<file path="src/rtl/i2c_reg_ctrl.sv">
// Register-access sequencer for a byte-level I2C master: turns one register write or a
// 1-4 byte burst read into START/WRITE/READ/STOP steps and generates the shared SCL phase tick.
module i2c_reg_ctrl #(
    parameter int CLK_HZ        = 100_000_000,
    parameter int TICK_HZ       = 400_000,
    parameter int TIMEOUT_TICKS = 255
) (
    input  logic       clk,
    input  logic       reset,
    input  logic       req,
    input  logic       rw,
    input  logic [6:0] dev_addr,
    input  logic [7:0] reg_addr,
    input  logic [7:0] wdata,
    input  logic [1:0] rd_len,
    output logic       ready,
    output logic       rd_valid,
    output logic [7:0] rd_data,
    output logic       resp_valid,
    output logic       err,
    output logic       timeout,
    output logic       m_tick,
    output logic       m_start,
    output logic       m_stop,
    output logic       m_write,
    output logic       m_read,
    output logic       m_ack_in,
    output logic [7:0] m_data_in,
    input  logic [7:0] m_data_out,
    input  logic       m_done,
    input  logic       m_busy,
    input  logic       m_ack_err
);

    localparam int TICK_DIV = CLK_HZ / TICK_HZ;
    localparam int TW       = (TICK_DIV > 1) ? $clog2(TICK_DIV) : 1;
    localparam int OW       = $clog2(TIMEOUT_TICKS + 1);

    typedef enum logic [2:0] {
        IDLE, S_ADDR_W, S_REG, S_WDATA, S_ADDR_R, S_RD, S_STOP, RESP
    } state_t;

    state_t          r_state, w_state_nxt;
    logic            r_gap, w_gap_nxt;
    logic [OW-1:0]   r_to_cnt, w_to_nxt;
    logic [TW-1:0]   r_tick_cnt;
    logic [1:0]      r_cnt, w_cnt_nxt;
    logic            r_rw;
    logic [6:0]      r_dev;
    logic [7:0]      r_reg;
    logic [7:0]      r_wdata;
    logic            r_rd_valid, w_rd_valid_nxt;
    logic [7:0]      r_rd_data, w_rd_data_nxt;
    logic            r_err, w_err_nxt;
    logic            r_timeout, w_timeout_nxt;
    logic            w_accept;
    logic            w_unused;

    // The busy flag is informational only; the handshake relies solely on m_done.
    assign w_unused = m_busy;

    always_ff @(posedge clk) begin
        if (reset) begin
            r_tick_cnt <= '0;
        end else if (r_tick_cnt == TW'(TICK_DIV - 1)) begin
            r_tick_cnt <= '0;
        end else begin
            r_tick_cnt <= r_tick_cnt + TW'(1);
        end
    end

    assign m_tick     = (r_tick_cnt == TW'(TICK_DIV - 1));
    assign ready      = (r_state == IDLE);
    assign resp_valid = (r_state == RESP);
    assign rd_valid   = r_rd_valid;
    assign rd_data    = r_rd_data;
    assign err        = r_err;
    assign timeout    = r_timeout;
    assign w_accept   = (r_state == IDLE) && req;

    always_ff @(posedge clk) begin
        if (reset) begin
            r_state    <= IDLE;
            r_gap      <= 1'b0;
            r_to_cnt   <= '0;
            r_cnt      <= '0;
            r_rw       <= 1'b0;
            r_dev      <= '0;
            r_reg      <= '0;
            r_wdata    <= '0;
            r_rd_valid <= 1'b0;
            r_rd_data  <= '0;
            r_err      <= 1'b0;
            r_timeout  <= 1'b0;
        end else begin
            r_state    <= w_state_nxt;
            r_gap      <= w_gap_nxt;
            r_to_cnt   <= w_to_nxt;
            r_cnt      <= w_cnt_nxt;
            r_rd_valid <= w_rd_valid_nxt;
            r_rd_data  <= w_rd_data_nxt;
            r_err      <= w_err_nxt;
            r_timeout  <= w_timeout_nxt;
            if (w_accept) begin
                r_rw    <= rw;
                r_dev   <= dev_addr;
                r_reg   <= reg_addr;
                r_wdata <= wdata;
            end
        end
    end

    // r_gap blanks all commands after each m_done until a tick has passed.
    always_comb begin
        w_state_nxt    = r_state;
        w_gap_nxt      = r_gap;
        w_to_nxt       = r_to_cnt;
        w_cnt_nxt      = r_cnt;
        w_rd_valid_nxt = 1'b0;
        w_rd_data_nxt  = r_rd_data;
        w_err_nxt      = r_err;
        w_timeout_nxt  = r_timeout;
        m_start        = 1'b0;
        m_stop         = 1'b0;
        m_write        = 1'b0;
        m_read         = 1'b0;
        m_ack_in       = 1'b0;
        m_data_in      = 8'h00;
        case (r_state)
            IDLE: begin
                if (req) begin
                    w_state_nxt   = S_ADDR_W;
                    w_gap_nxt     = 1'b0;
                    w_to_nxt      = '0;
                    w_cnt_nxt     = rd_len;
                    w_err_nxt     = 1'b0;
                    w_timeout_nxt = 1'b0;
                end
            end
            RESP: w_state_nxt = IDLE;
            default: begin
                if (r_gap) begin
                    if (m_tick) w_gap_nxt = 1'b0;
                end else begin
                    case (r_state)
                        S_ADDR_W: begin
                            m_start   = 1'b1;
                            m_write   = 1'b1;
                            m_data_in = {r_dev, 1'b0};
                        end
                        S_REG: begin
                            m_write   = 1'b1;
                            m_data_in = r_reg;
                        end
                        S_WDATA: begin
                            m_write   = 1'b1;
                            m_data_in = r_wdata;
                        end
                        S_ADDR_R: begin
                            m_start   = 1'b1;
                            m_write   = 1'b1;
                            m_data_in = {r_dev, 1'b1};
                        end
                        S_RD: begin
                            m_read   = 1'b1;
                            m_ack_in = (r_cnt == 2'd0);
                        end
                        S_STOP:  m_stop = 1'b1;
                        default: ;
                    endcase
                    // m_done is checked before the timeout so a coincident completion wins.
                    if (m_done) begin
                        w_gap_nxt = 1'b1;
                        w_to_nxt  = '0;
                        if (m_ack_err && (r_state != S_RD) && (r_state != S_STOP)) begin
                            w_state_nxt   = RESP;
                            w_gap_nxt     = 1'b0;
                            w_err_nxt     = 1'b1;
                            w_timeout_nxt = 1'b0;
                        end else begin
                            case (r_state)
                                S_ADDR_W: w_state_nxt = S_REG;
                                S_REG:    w_state_nxt = r_rw ? S_ADDR_R : S_WDATA;
                                S_WDATA:  w_state_nxt = S_STOP;
                                S_ADDR_R: w_state_nxt = S_RD;
                                S_RD: begin
                                    w_rd_valid_nxt = 1'b1;
                                    w_rd_data_nxt  = m_data_out;
                                    if (r_cnt == 2'd0) w_state_nxt = S_STOP;
                                    else w_cnt_nxt = r_cnt - 2'd1;
                                end
                                S_STOP: begin
                                    w_state_nxt = RESP;
                                    w_gap_nxt   = 1'b0;
                                    w_err_nxt   = 1'b0;
                                end
                                default: ;
                            endcase
                        end
                    end else if (m_tick) begin
                        if (r_to_cnt == OW'(TIMEOUT_TICKS - 1)) begin
                            w_state_nxt   = RESP;
                            w_gap_nxt     = 1'b0;
                            w_err_nxt     = 1'b1;
                            w_timeout_nxt = 1'b1;
                        end else begin
                            w_to_nxt = r_to_cnt + OW'(1);
                        end
                    end
                end
            end
        endcase
    end

endmodule

</file>
<file path="config.mk">
export PLATFORM = sky130hd
export DESIGN_NAME = i2c_reg_ctrl
export DESIGN_NICKNAME = d
export VERILOG_FILES = /design/src/rtl/i2c_reg_ctrl.sv
export SDC_FILE = /design/constraint.sdc
export NUM_CORES = 1
export LEC_CHECK = 0
export BUFFER_PORTS_ARGS = -buffer_cell sky130_fd_sc_hd__buf_2
export CAP_MARGIN = 20
export CORE_ASPECT_RATIO = 0.7
export CORE_UTILIZATION = 40
export CTS_CLUSTER_SIZE = 8
export DETAILED_ROUTE_END_ITERATION = 6
export GPL_TIMING_DRIVEN = 0
export PLACE_DENSITY = 0.74
export SETUP_SLACK_MARGIN = 0.5
export SLEW_MARGIN = 10
export SYNTH_ARGS = -nofsm -noshare
export SYNTH_HDL_FRONTEND = slang
export SYNTH_SLANG_ARGS = --single-unit
export TNS_END_PERCENT = 5
</file>
<file path="constraint.sdc">
create_clock -name clk -period 1.88 [get_ports clk]
set_input_delay 0.094 -clock clk [delete_from_list [all_inputs] [get_ports clk]]
set_output_delay 0.094 -clock clk [all_outputs]
set_load 0.05 [all_outputs]
</file>
-- Word level (Yosys, flattened, before mapping)
Cells that the tools add are included.
Widths: inputs -> output; s select.
- add/subtract/negate cells: 3
- equal/unequal tests: 21
- multiplexer cells: 59
- bitwise gates (word level): 5
- reductions and logical operators: 23
- operator list (operator ; number):
    $mux 8 ; 7
    $pmux 8 s4 ; 1
    $mux 1 ; 30
    $mux 3 ; 8
    $pmux 3 s6 ; 1
    $reduce_and 6->1 ; 3
    $add 8x1->8 const B ; 2
    $eq 8x8->1 const B ; 2
    $pmux 8 s2 ; 1
    $eq 3x3->1 const B ; 4
    $mux 2 ; 6
    $ne 3x3->1 const B ; 4
    $ne 10x3->1 const B ; 1
    $reduce_and 5->1 ; 2
    $ne 2x2->1 const B ; 4
    $reduce_bool 4->1 ; 2
    $reduce_and 7->1 ; 1
    $eq 3x2->1 const B ; 2
    $ne 6x6->1 const B ; 1
    $pmux 1 s2 ; 3
    $pmux 3 s2 ; 1
    $reduce_bool 3->1 ; 2
    $reduce_or 2->1 ; 3
    $reduce_or 6->1 ; 1
    other kinds (12) ; 19
- flip-flop bits (word level): 57
- input port bits: 40
- output and inout bits: 27
- logic and storage cells: 124

-- Depth between registers and ports, before layout
Gate-level depths: netlist (run 1).
- depth after elaboration: 7
- mapped depth: 9
- gate-level depth less buffers: 8

-- Worst setup path after synthesis (run 1)
OpenSTA, ideal clock, no wires.
- kind: reg2reg
- start: register r_tick_cnt[0]
- end: register r_to_cnt[7]
- setup time: 0.072 ns
- arrival time: 2.007 ns
- required time: 1.808 ns
- setup slack: -0.199 ns
- stages on the path, launching flop included: 9
- buffers on the path: 1
- period minus slack after synthesis: 2.079 ns
- cells stage by stage: dfxtp_1 -> ha_1 -> nand2_1 -> or3_1 -> clkinv_1 -> a21boi_1 -> clkbuf_1 -> nor4_1 -> mux2i_1
- longest elaborated chain between the ends: 3
- ends and longest elaborated chain (element ; RTL line ; text):
    start, declared ; 46 ; logic [TW-1:0] r_tick_cnt;
    start signal, assigned ; 68 ; r_tick_cnt <= r_tick_cnt + TW'(1);
    $eq 8x8->1 ; 72 ; assign m_tick = (r_tick_cnt == TW'(TICK_DIV - 1));
    named net m_tick ; 22 ; output logic m_tick,
    $reduce_bool 3->1 (no source line) ; -- ;
    $reduce_and 5->1 (no source line) ; -- ;
    end signal, assigned ; 98 ; r_to_cnt <= w_to_nxt;
    end, declared ; 45 ; logic [OW-1:0] r_to_cnt, w_to_nxt;
The timed path passes the listed nets, and every way through them passes these cells.
A chain may end at the register's enable or synchronous reset.

-- Final worst setup path (run 1)
- start: register r_state[2]
- end: output m_data_in[3]
- longest elaborated chain between the ends: 4
- elaborated cells on any way between the ends: 10
- classes of those cells: eq/ne: 5; mux: 3; reduce/logical: 2
- ends and longest elaborated chain (element ; RTL line ; text):
    start, declared ; 43 ; state_t r_state, w_state_nxt;
    start signal, assigned ; 96 ; r_state <= w_state_nxt;
    $eq 3x3->1, or another cell as far along ; 145 ; case (r_state)
    $pmux 8 s4 ; 145 ;
    $mux 8 ; 142 ; if (r_gap) begin
    $mux 8 * ; 129 ; case (r_state)
    end, declared ; 28 ; output logic [7:0] m_data_in,
Mark *: on every way between the ends. The rest lies on a longest branch, timed or not.

==> flow_summary.json, run 1 <==
{
  "outcome": "complete, but fails checks",
  "violations": "setup timing",
  "drt-initial-drc-count": 369,
  "p_comb_frac": 0.594,
  "synth_area_um2": 2820,
  "relSlewSlack": 0.438,
  "die_w_um": 102,
  "yosysMostFrequentCell": "nand2_1",
  "worstSetupPathType": "flip-flop to primary output",
  "critPathLaunchType": "flip-flop",
  "setup_slack_ns": -0.0447,
  "final_cells": 599,
  "finalCriticalPeriod_ns": 1.92,
  "hold_viol": 0,
  "slowest_delay_ns": 0.39,
  "slew_viol_final": 0,
  "cts_tree": "yes",
  "drive_above_1_share": 0.442,
  "drt_pre_antenna_iters": 6,
  "hold_ws_ns": 0.0199,
  "htree_levels": 3,
  "ys.flop_type": "dfxtp_1",
  "grt_antenna_before_repair": 0,
  "seq_power_share": 0.239,
  "wire_per_inst_um": 19.5,
  "diodes": 0,
  "ioPinCount": 67,
  "synth.distinct_cells": 47,
  "synth-edff-count": 0,
  "hold-path-cell-count": 3,
  "r2r_start": "r_state[1]$_SDFFE_PP0P_",
  "grt_max_degree": 11,
  "r2r-end": "r_to_cnt[3]$_SDFFE_PP0P_",
  "cts.sinks": 57,
  "clkLatencyLatePin_ns": 0.35,
  "p_int_mw": 3.70,
  "synthCells": 377,
  "gp_congestion": 0.845,
  "cp.required_ns": 1.79,
  "max-vdd-ir-drop_v": 0.000949,
  "pwr-share-clk": 0.167,
  "fmax_mhz": 520,
  "post-place-ws_ns": -0.210,
  "drtAntennaViolNets": 0,
  "dp_cells": 535,
  "start_util": 0.416,
  "die_area_um2": 7400,
  "rsz0062_at_grt": "true",
  "synth_nets": 422,
  "busiest_layer": "met2",
  "reg2regPathDepth": 7,
  "worstHoldStart": "m_data_out[0]",
  "grtUsageMet1": 0.321,
  "grtUsageTotal": 0.252,
  "core_area_um2": 6790,
  "met2_usage": 0.379,
  "p_sw_mw": 3.09,
  "worstPathArrival_ns": 1.83,
  "setup-tns-final_ns": -0.164,
  "yosysWarnings": 0,
  "synth_seq_cells": 57,
  "fin_crit_sh": 1.02,
  "cts_root_buf": "clkbuf_8",
  "hold_path_class": "primary input to flip-flop",
  "setup_viol": 5,
  "yosys-top-cells-count": "nand2_1, dfxtp_1, a21oi_1",
  "io_buffers": 64,
  "num_rows": 25,
  "place_hpwl_um": 5720,
  "crit_chain": "clkbuf_8 -> xnor2_4 -> nor2_4 -> buf_6 -> a21oi_2 -> nor2_2 -> buf_6",
  "cts.clk_slew.worst_paths_ns": 0.07,
  "synth_top_cell_area_share": 0.404,
  "drcViolationCount": 0,
  "routed_wl_um": 11700,
  "overflow": 0,
  "r2r_setup_slack_ns": 0,
  "cts.path.max_buffers": 2,
  "yosysSeqAreaShare": 0.404,
  "avgSynthCellArea_um2": 7.49,
  "slowest_stage": "dfxtp_4",
  "cellPowerDensity_nw_per_um2": 1410,
  "tightest_slew_ns": 0.843,
  "cap_violations": 0,
  "use_met3": 0.0829,
  "critPathCaptureType": "primary output",
  "fin_skew_ns": 0.00980,
  "synthToLayoutAreaGrowth_pct": 71.1,
  "cpMostUsedCell": "buf_6",
  "cts_buffers": 9,
  "ys_async_sr_fraction": 0,
  "layout.nets": 545,
  "hold_end": "rd_data[0]$_SDFFE_PP0P_",
  "swShare": 0.455,
  "grt_pass1_wl_um": 14100,
  "final.fill_count": 457,
  "cellLeakagePower_nw": 1.90,
  "grt_pass1_vias": 2903,
  "yosys-top-cells-area": "dfxtp_1, nand2_1, a21oi_1",
  "vias": 3527,
  "power_mw": 6.79,
  "vias_per_cell": 5.89,
  "die_h_um": 72.3,
  "synth_largest_area_cell": "dfxtp_1",
  "cp_max_fo": 10
}
==> per-layer routing <==
layer,vias to the layer above,wire length [µm],part of all wire
met5,-,0,0
met4,0,800,0.069
met3,81,1070,0.091
met2,262,5350,0.46
met1,1627,4440,0.38
li1,1557,-,-
==> power by group through the flow <==
| stage | clock [mW] | sequential [mW] | combinational, mW |
|---|---|---|---|
| after detailed placement | 0 | 1.57 | 2.25 |
| after global placement | 0 | 1.56 | 2.21 |
| final | 1.14 | 1.62 | 4.03 |
| after global routing | 1.20 | 1.63 | 4.18 |
| after floorplan | 0 | 1.60 | 1.68 |
| after CTS | 1.14 | 1.56 | 2.75 |
==> layout make-up <==
class,instances,area [µm²],area share
inverters,15,85.1,0.0176
clock buffers,11,131,0.0272
multi-input cells,282,2080,0.431
clock inverters,5,56.3,0.0117
flip-flops and latches,57,1160,0.240
plain buffers,23,267,0.0552
repair buffers,112,935,0.193
well taps,94,118,0.0243
==> layout by cell type, fill, tap and decap left out, types with 3 or more instances in the layout <==
cell type,n
a21oi_4,3
buf_12,5
nor2_1,25
mux2i_2,4
buf_6,13
inv_1,8
ha_1,3
inv_2,3
dfxtp_2,8
clkbuf_8,11
buf_8,13
nor2_4,3
nor3_2,3
buf_4,14
o21a_1,5
a21oi_1,24
nand2_1,50
o21ai_0,8
nand4_1,5
nand3_1,16
nand2_2,3
nand2b_1,6
o211ai_1,5
dlygate4sd3_1,31
o21ai_2,3
xnor2_1,4
nor2_2,7
buf_2,48
a211oi_1,3
a21oi_2,26
nand2_4,22
clkbuf_1,9
dfxtp_1,47
mux2i_1,5
==> what timing repair did <==
item | 4_1_cts | 5_1_grt
buffers inserted | 12 | 4
endpoints found under the hold margin | 31 | 0
pin swaps | 8 | 67
gates resized for setup | 52 | 201
cloned | 0 | 1
hold buffers | 31 | 0
setup endpoints to repair | 73 | 73
==> kinds of logic (layout without fill, tap and decap cells) <==
kind of cell / Yosys count / count (layout) / synth area share
adder cells (fa/ha/maj): 5 / 5 / 0.0222
multiplexers: 10 / 10 / 0.0355
AND/OR/NAND/NOR: 164 / 164 / 0.262
XOR/XNOR: 7 / 7 / 0.0217
flip-flops: 57 / 57 / 0.404
buffers and inverters: 38 / 166 / 0.0510
AO/OA/AOI/OAI: 96 / 96 / 0.203
==> through the flow <==
stage | area (µm²) | util
after global placement | 3370 | 0.497
after CTS | 4140 | 0.611
after floorplan | 2940 | -
after detailed placement | 3370 | 0.497
after global routing | 4830 | 0.712
final | 4830 | 0.712
==> how the worst max path moves through the flow <==
stage | startpoint | endpoint | cells after the start
detailed placement | r_state[2]$_SDFFE_PP0P_ | m_data_in[1] | 6
global route | r_state[1]$_SDFFE_PP0P_ | r_to_cnt[4]$_SDFFE_PP0P_ | 5
finish | r_state[2]$_SDFFE_PP0P_ | m_data_in[3] | 7
CTS | r_state[0]$_SDFFE_PP0P_ | r_to_cnt[6]$_SDFFE_PP0P_ | 6
global placement | r_state[2]$_SDFFE_PP0P_ | m_data_in[2] | 6
floorplan | r_state[2]$_SDFFE_PP0P_ | m_write | 5
==> critical path, delay by kind of cell, from the launching register on <==
kind / cells / cell delay, ns
compound gates: 1 / 0.06
simple gates: 2 / 0.29
flops: 1 / 0.39
xor+xnor: 1 / 0.19
buf+inv: 3 / 0.53
(Power assumes the default switching activity.)
==> inputs of run 2 (changes only) <==
- ABC_AREA: not set -> 1
- PLACE_DENSITY: 0.74 -> 0.73
==> run 2 against run 1 <==
Against the previous run:
- combinational power up 8.7%
- critical path depth up 3
- routed wire length down 26%
- clock power up 7%
- clock skew up 0.00058 ns
- synthesized cell count up 13%
- sequential share of layout area up 3.7 points
- highest routed layer unchanged
- sequential power about the same
- final cell count up 1.3%
- global-route usage down 3.0 points
- via count down 11%
- design area down 14%
- the run now ends clean
- largest cell class unchanged
==> flow_summary.json, run 2 <==
{
  "synth_nets": 470,
  "seqCellArea_um2": 1150,
  "final_common_cell": "nand2_1",
  "layout.nets": 553,
  "hold_viol": 0,
  "setup_viol": 0,
  "final.fill_count": 623,
  "avgSynthCellArea_um2": 7.04,
  "ioPinCount": 67,
  "grt_max_degree": 11,
  "fin_crit_sh": 0.986,
  "synth-edff-count": 0,
  "place_hpwl_um": 5940,
  "ys_async_sr_fraction": 0,
  "cp.required_ns": 1.79,
  "slowest_stage": "dfxtp_2",
  "cts.sinks": 57,
  "dp_cells": 581,
  "multi_input_area_um2": 1760,
  "most-common-layout-cells": "nand2_1, dfxtp_1, nor2_1",
  "grtUsageTotal": 0.222,
  "drcViolationCount": 0,
  "core_area_um2": 6980,
  "drive_above_1_share": 0.345,
  "die_h_um": 74.4,
  "yosys-top-cells-area": "dfxtp_1, nand2_1, a21oi_1",
  "synthToLayoutAreaGrowth_pct": 38.8,
  "critPathLaunchType": "flip-flop",
  "fmax_mhz": 539,
  "num_rows": 25,
  "io_buffers": 62,
  "cellPowerDensity_nw_per_um2": 1730,
  "cts_root_buf": "clkbuf_8",
  "htree_levels": 3,
  "tightest_slew_ns": 0.666,
  "cp_max_fo": 7,
  "die_w_um": 105,
  "cts.path.max_buffers": 2,
  "synth_top_cell_area_share": 0.381,
  "outcome": "finished clean",
  "synthCells": 425,
  "grt_pass1_vias": 2882,
  "yosysSeqAreaShare": 0.381,
  "synth_largest_area_cell": "dfxtp_1",
  "slowest_delay_ns": 0.31,
  "start_util": 0.429,
  "crit_chain": "buf_6 -> nor2_8 -> nand2_4 -> inv_4 -> nor2_4 -> buf_12 -> o22ai_2 -> a31oi_1 -> nor2_1 -> buf_6",
  "yosysWarnings": 0,
  "drt-initial-drc-count": 241,
  "wire_per_inst_um": 14.2,
  "drtAntennaViolNets": 0,
  "grt_antenna_before_repair": 0,
  "cpMostUsedCell": "buf_6",
  "fin_skew_ns": 0.0104,
  "power_mw": 7.20,
  "synth.distinct_cells": 34,
  "hold_path_class": "primary input to flip-flop",
  "die_area_um2": 7840,
  "rsz0062_at_grt": "true",
  "gp_congestion": 0.830,
  "final_cells": 607,
  "cap_violations": 0,
  "synth_area_um2": 2990,
  "finalCriticalPeriod_ns": 1.85,
  "vias": 3138,
  "clkLatencyLatePin_ns": 0.34,
  "cts.clk_slew.worst_paths_ns": 0.06,
  "max-vdd-ir-drop_v": 0.000782,
  "overflow": 0,
  "grt_pass1_wl_um": 13500,
  "drt_pre_antenna_iters": 4,
  "relSlewSlack": 0.556,
  "cts_buffers": 9,
  "yosys-top-cells-count": "nand2_1, dfxtp_1, nor2_1",
  "ys.flop_type": "dfxtp_1",
  "synth_seq_cells": 57,
  "critPathCaptureType": "primary output",
  "routed_wl_um": 8650,
  "cellLeakagePower_nw": 1.82,
  "worstSetupPathType": "flip-flop to primary output",
  "critPathBufInv": 4,
  "diodes": 0,
  "slew_viol_final": 0,
  "worstPathArrival_ns": 1.76,
  "yosysMostFrequentCell": "nand2_1",
  "cpLargestDelayFamily": "buffers and inverters",
  "cts_tree": "yes",
  "vias_per_cell": 5.17
}
## run 2: changes by cell type in the layout (fill, tap and decap cells not counted), sizes merged, moves of 10 or more
cell,previous run,this run
o21ai,12,35
a21oi,53,41
dlygate4sd3,31,3
nand2,75,86
nor2,35,62
buf,93,79
inv,12,51
mux2i,10,0
nand3,19,35
## run 2: metal layers
| layer | global-route usage | wire, µm | up-vias | share of wire |
|---|---|---|---|---|
| met3 | 0.0561 | 682 | 14 | 0.079 |
| met4 | 0.0767 | 141 | 0 | 0.016 |
| met1 | 0.292 | 3930 | 1447 | 0.45 |
| met5 | 0 | 0 | - | 0 |
| li1 | - | - | 1550 | - |
| met2 | 0.361 | 3890 | 127 | 0.45 |
## run 2: final cells by class
type                            instances  share of cell area
Tap cell                               94              0.0283
Inverter                               54              0.0557
Sequential cell                        57               0.276
Multi-Input combinational cell        296               0.424
Buffer                                 18              0.0388
Clock buffer                           12              0.0397
Clock inverter                          4              0.0120
Timing Repair Buffer                   72               0.125
## run 2: final timing paths
kind                                                from                  endpoint  slack (ns)  depth (start not counted)
worst min register to register  r_tick_cnt[0]$_SDFF_PP0_  r_tick_cnt[0]$_SDFF_PP0_        0.43                          1
worst max-delay path             r_state[1]$_SDFFE_PP0P_              m_data_in[5]        0.03                         10
worst min-delay path                            wdata[5]   r_wdata[5]$_SDFFE_PP0P_       0.004                          3
worst max register to register   r_state[1]$_SDFFE_PP0P_  r_to_cnt[1]$_SDFFE_PP0P_        0.20                         10
## run 2: stage by stage
step / area [µm²] / utilization / hold slack [ns] / setup slack [ns] / TNS [ns]
2_1_floorplan: 3000 / - / 0.261 / 0.157 / 0
3_3_place_gp: 3430 / 0.491 / 0.347 / 0.218 / 0
5_1_grt: 4160 / 0.596 / 0.00195 / -0.0513 / -0.133
3_5_place_dp: 3430 / 0.491 / 0.355 / 0.193 / 0
6_report: 4160 / 0.596 / 0.00413 / 0.0262 / 0
4_1_cts: 3900 / 0.559 / 0.000871 / 0.0847 / 0
## run 2: worst register-to-register path: stages (launching register included)
cell	delay (ns)
dfxtp_2	0.31
buf_6	0.12
buf_4	0.17
nand2_2	0.09
inv_2	0.07
nand2_1	0.19
nand3_4	0.16
inv_2	0.14
nand3_4	0.14
nand2_1	0.09
a21oi_1	0.06
## run 2: cell families after synthesis
logic type	synth area share
compound gates	0.161
xor+xnor	0.00878
fa+ha+maj	0.0209
buf+inv	0.107
flops	0.381
simple gates	0.322
## run 2: where the power goes
group	total [mW]	internal, mW	switching (mW)
clock network	1.22	0.717	0.505
logic	4.38	1.60	2.78
registers	1.60	1.48	0.114
total	7.20	3.80	3.40
## run 2: repair_timing
action	CTS	global route
hold endpoints to repair	3	0
hold buffers	3	0
pin swaps	4	11
gates resized for setup	44	99
buffers inserted	6	1
endpoints found under the setup margin	66	73
==> inputs of run 3 (changes only) <==
- CORE_ASPECT_RATIO: 0.7 -> 0.75
==> run 3 against run 2 <==
Against the previous run:
- the flow now finishes with violations (setup timing)
- largest power group unchanged
- sequential power about the same
- critical path depth decreased by 1
- final cell count increased by 1.8%
- critical endpoint is now m_data_in[3]
- register-to-register slack about the same
==> flow_summary.json, run 3 (synthesized netlist as in run 2, its figures left out) <==
{
  "wl_met3_um": 722,
  "drive_above_1_share": 0.344,
  "setup_slack_ns": -0.0652,
  "grt_antenna_before_repair": 0,
  "p_sw_mw": 3.41,
  "violations": "setup timing",
  "crit_chain": "buf_6 -> inv_2 -> nand2_2 -> nor2_2 -> nor2_4 -> o22ai_1 -> a31oi_1 -> nor2_1 -> buf_6",
  "diodes": 0,
  "cpLargestDelayFamily": "simple AND/OR/NAND/NOR gates",
  "num_rows": 26,
  "wl_met2_um": 4110,
  "layout.nets": 560,
  "seq_power_share": 0.230,
  "rsz0062_at_grt": "true",
  "fin_crit_sh": 1.03,
  "max-vdd-ir-drop_v": 0.000860,
  "die_area_um2": 7840,
  "most-common-layout-cells": "nand2_1, dfxtp_1, nor2_1",
  "cp.required_ns": 1.79,
  "wl_met1_um": 3890,
  "outcome": "complete, but fails checks",
  "critPathBufInv": 3,
  "dpl-instance-area_um2": 3430,
  "drtAntennaViolNets": 0,
  "cap_violations": 0,
  "routed_wl_um": 8960,
  "overflow": 0,
  "hold_path_class": "primary input to flip-flop",
  "worstPathArrival_ns": 1.85,
  "critPathLaunchType": "flip-flop",
  "dp_cells": 585,
  "cpMostUsedCell": "buf_6",
  "fmax_mhz": 514,
  "slowest_delay_ns": 0.32,
  "cellLeakagePower_nw": 1.84,
  "grt_pass1_vias": 2958,
  "die_h_um": 76.9,
  "die_w_um": 102,
  "io_buffers": 62,
  "finalCriticalPeriod_ns": 1.95,
  "cts.sinks": 57,
  "cts.clk_slew.worst_paths_ns": 0.07,
  "fin_area_um2": 4160,
  "power_mw": 6.97,
  "setup_viol": 1,
  "critPathCaptureType": "primary output",
  "place_hpwl_um": 5940,
  "cts.path.max_buffers": 2,
  "cts_root_buf": "clkbuf_8",
  "hold_viol": 0,
  "cts_buffers": 9,
  "wire_per_inst_um": 14.5,
  "clkLatencyLatePin_ns": 0.35,
  "ioPinCount": 67,
  "top_layer_used": "met4",
  "swShare": 0.489,
  "vias_per_cell": 5.24,
  "grt_max_degree": 13,
  "slowest_stage": "dfxtp_2",
  "p_comb_frac": 0.603,
  "core_area_um2": 7030,
  "vias": 3239,
  "p_int_mw": 3.56,
  "start_util": 0.426,
  "htree_levels": 3,
  "worstSetupPathType": "flip-flop to primary output",
  "grt_pass1_wl_um": 13700,
  "drt_pre_antenna_iters": 5,
  "drt-initial-drc-count": 221,
  "final_common_cell": "nand2_1",
  "cellPowerDensity_nw_per_um2": 1680,
  "cp_max_fo": 8,
  "gp_congestion": 0.917,
  "slew_viol_final": 0,
  "cts_tree": "yes",
  "fin_skew_ns": 0.00928,
  "final_cells": 618,
  "grtUsageTotal": 0.225,
  "relSlewSlack": 0.558,
  "synthToLayoutAreaGrowth_pct": 38.9,
  "drcViolationCount": 0,
  "pwr-share-clk": 0.168,
  "tightest_slew_ns": 0.663
}
run 3: cell types whose count changed in the layout (fill, tap and decap cells not counted), sizes merged:
cell         delta
buf             +1
dlygate4sd3     +7
clkinv          +1
inv             +4
clkinvlp        -2
clkbuf          -4
run 3: worst min-delay path, cell delays in order:
cell	delay, ns
buf_2	0.07
o21ai_1	0.05
nor2_1	0.09
run 3: worst paths after layout:
| path | from | end | slack (ns) | cells after the start |
|---|---|---|---|---|
| min reg2reg | r_tick_cnt[0]$_SDFF_PP0_ | r_tick_cnt[0]$_SDFF_PP0_ | 0.44 | 1 |
| max reg2reg | r_state[1]$_SDFFE_PP0P_ | r_to_cnt[7]$_SDFFE_PP0P_ | 0.20 | 10 |
| min | m_data_out[5] | rd_data[5]$_SDFFE_PP0P_ | 0.003 | 3 |
| max | r_state[1]$_SDFFE_PP0P_ | m_data_in[3] | -0.07 | 9 |
run 3: what timing repair did:
item / CTS / global route
pin swaps: 4 / 19
setup endpoints to repair: 62 / 70
resized for setup: 19 / 127
endpoints found under the hold margin: 7 / 3
cloned: 0 / 0
hold buffers: 7 / 3
setup buffers: 6 / 1
run 3: layout make-up:
class / count / area [µm²]
Buffer: 18 / 158
Tap cell: 98 / 123
Clock inverter: 7 / 77.6
Fill cell: 627 / 2870
Clock buffer: 9 / 124
Multi-Input combinational cell: 296 / 1740
Inverter: 54 / 223
Timing Repair Buffer: 79 / 563
Sequential cell: 57 / 1150
run 3: routing by layer:
metal / GRT usage / vias up
li1: - / 1566
met1: 0.298 / 1501
met2: 0.339 / 147
met3: 0.0729 / 25
met4: 0.0857 / 0
met5: 0 / -
run 3: stage by stage:
stage / hold slack, ns / setup slack [ns] / TNS, ns / util
finish: 0.00305 / -0.0652 / -0.0652 / 0.592
global route: 0.00270 / -0.0976 / -0.162 / 0.592
floorplan: 0.261 / 0.157 / 0 / -
detailed placement: 0.354 / 0.165 / 0 / 0.488
global placement: 0.341 / 0.193 / 0 / 0.488
CTS: 0.00353 / 0.0130 / 0 / 0.541
run 3: power by group through the flow:
stage,Sequential (mW),Clock (mW),Combinational [mW]
2_1_floorplan,1.70,0,2.46
3_3_place_gp,1.60,0,3.23
3_5_place_dp,1.61,0,3.28
4_1_cts,1.59,1.19,3.48
5_1_grt,1.63,1.25,4.48
6_report,1.60,1.17,4.20
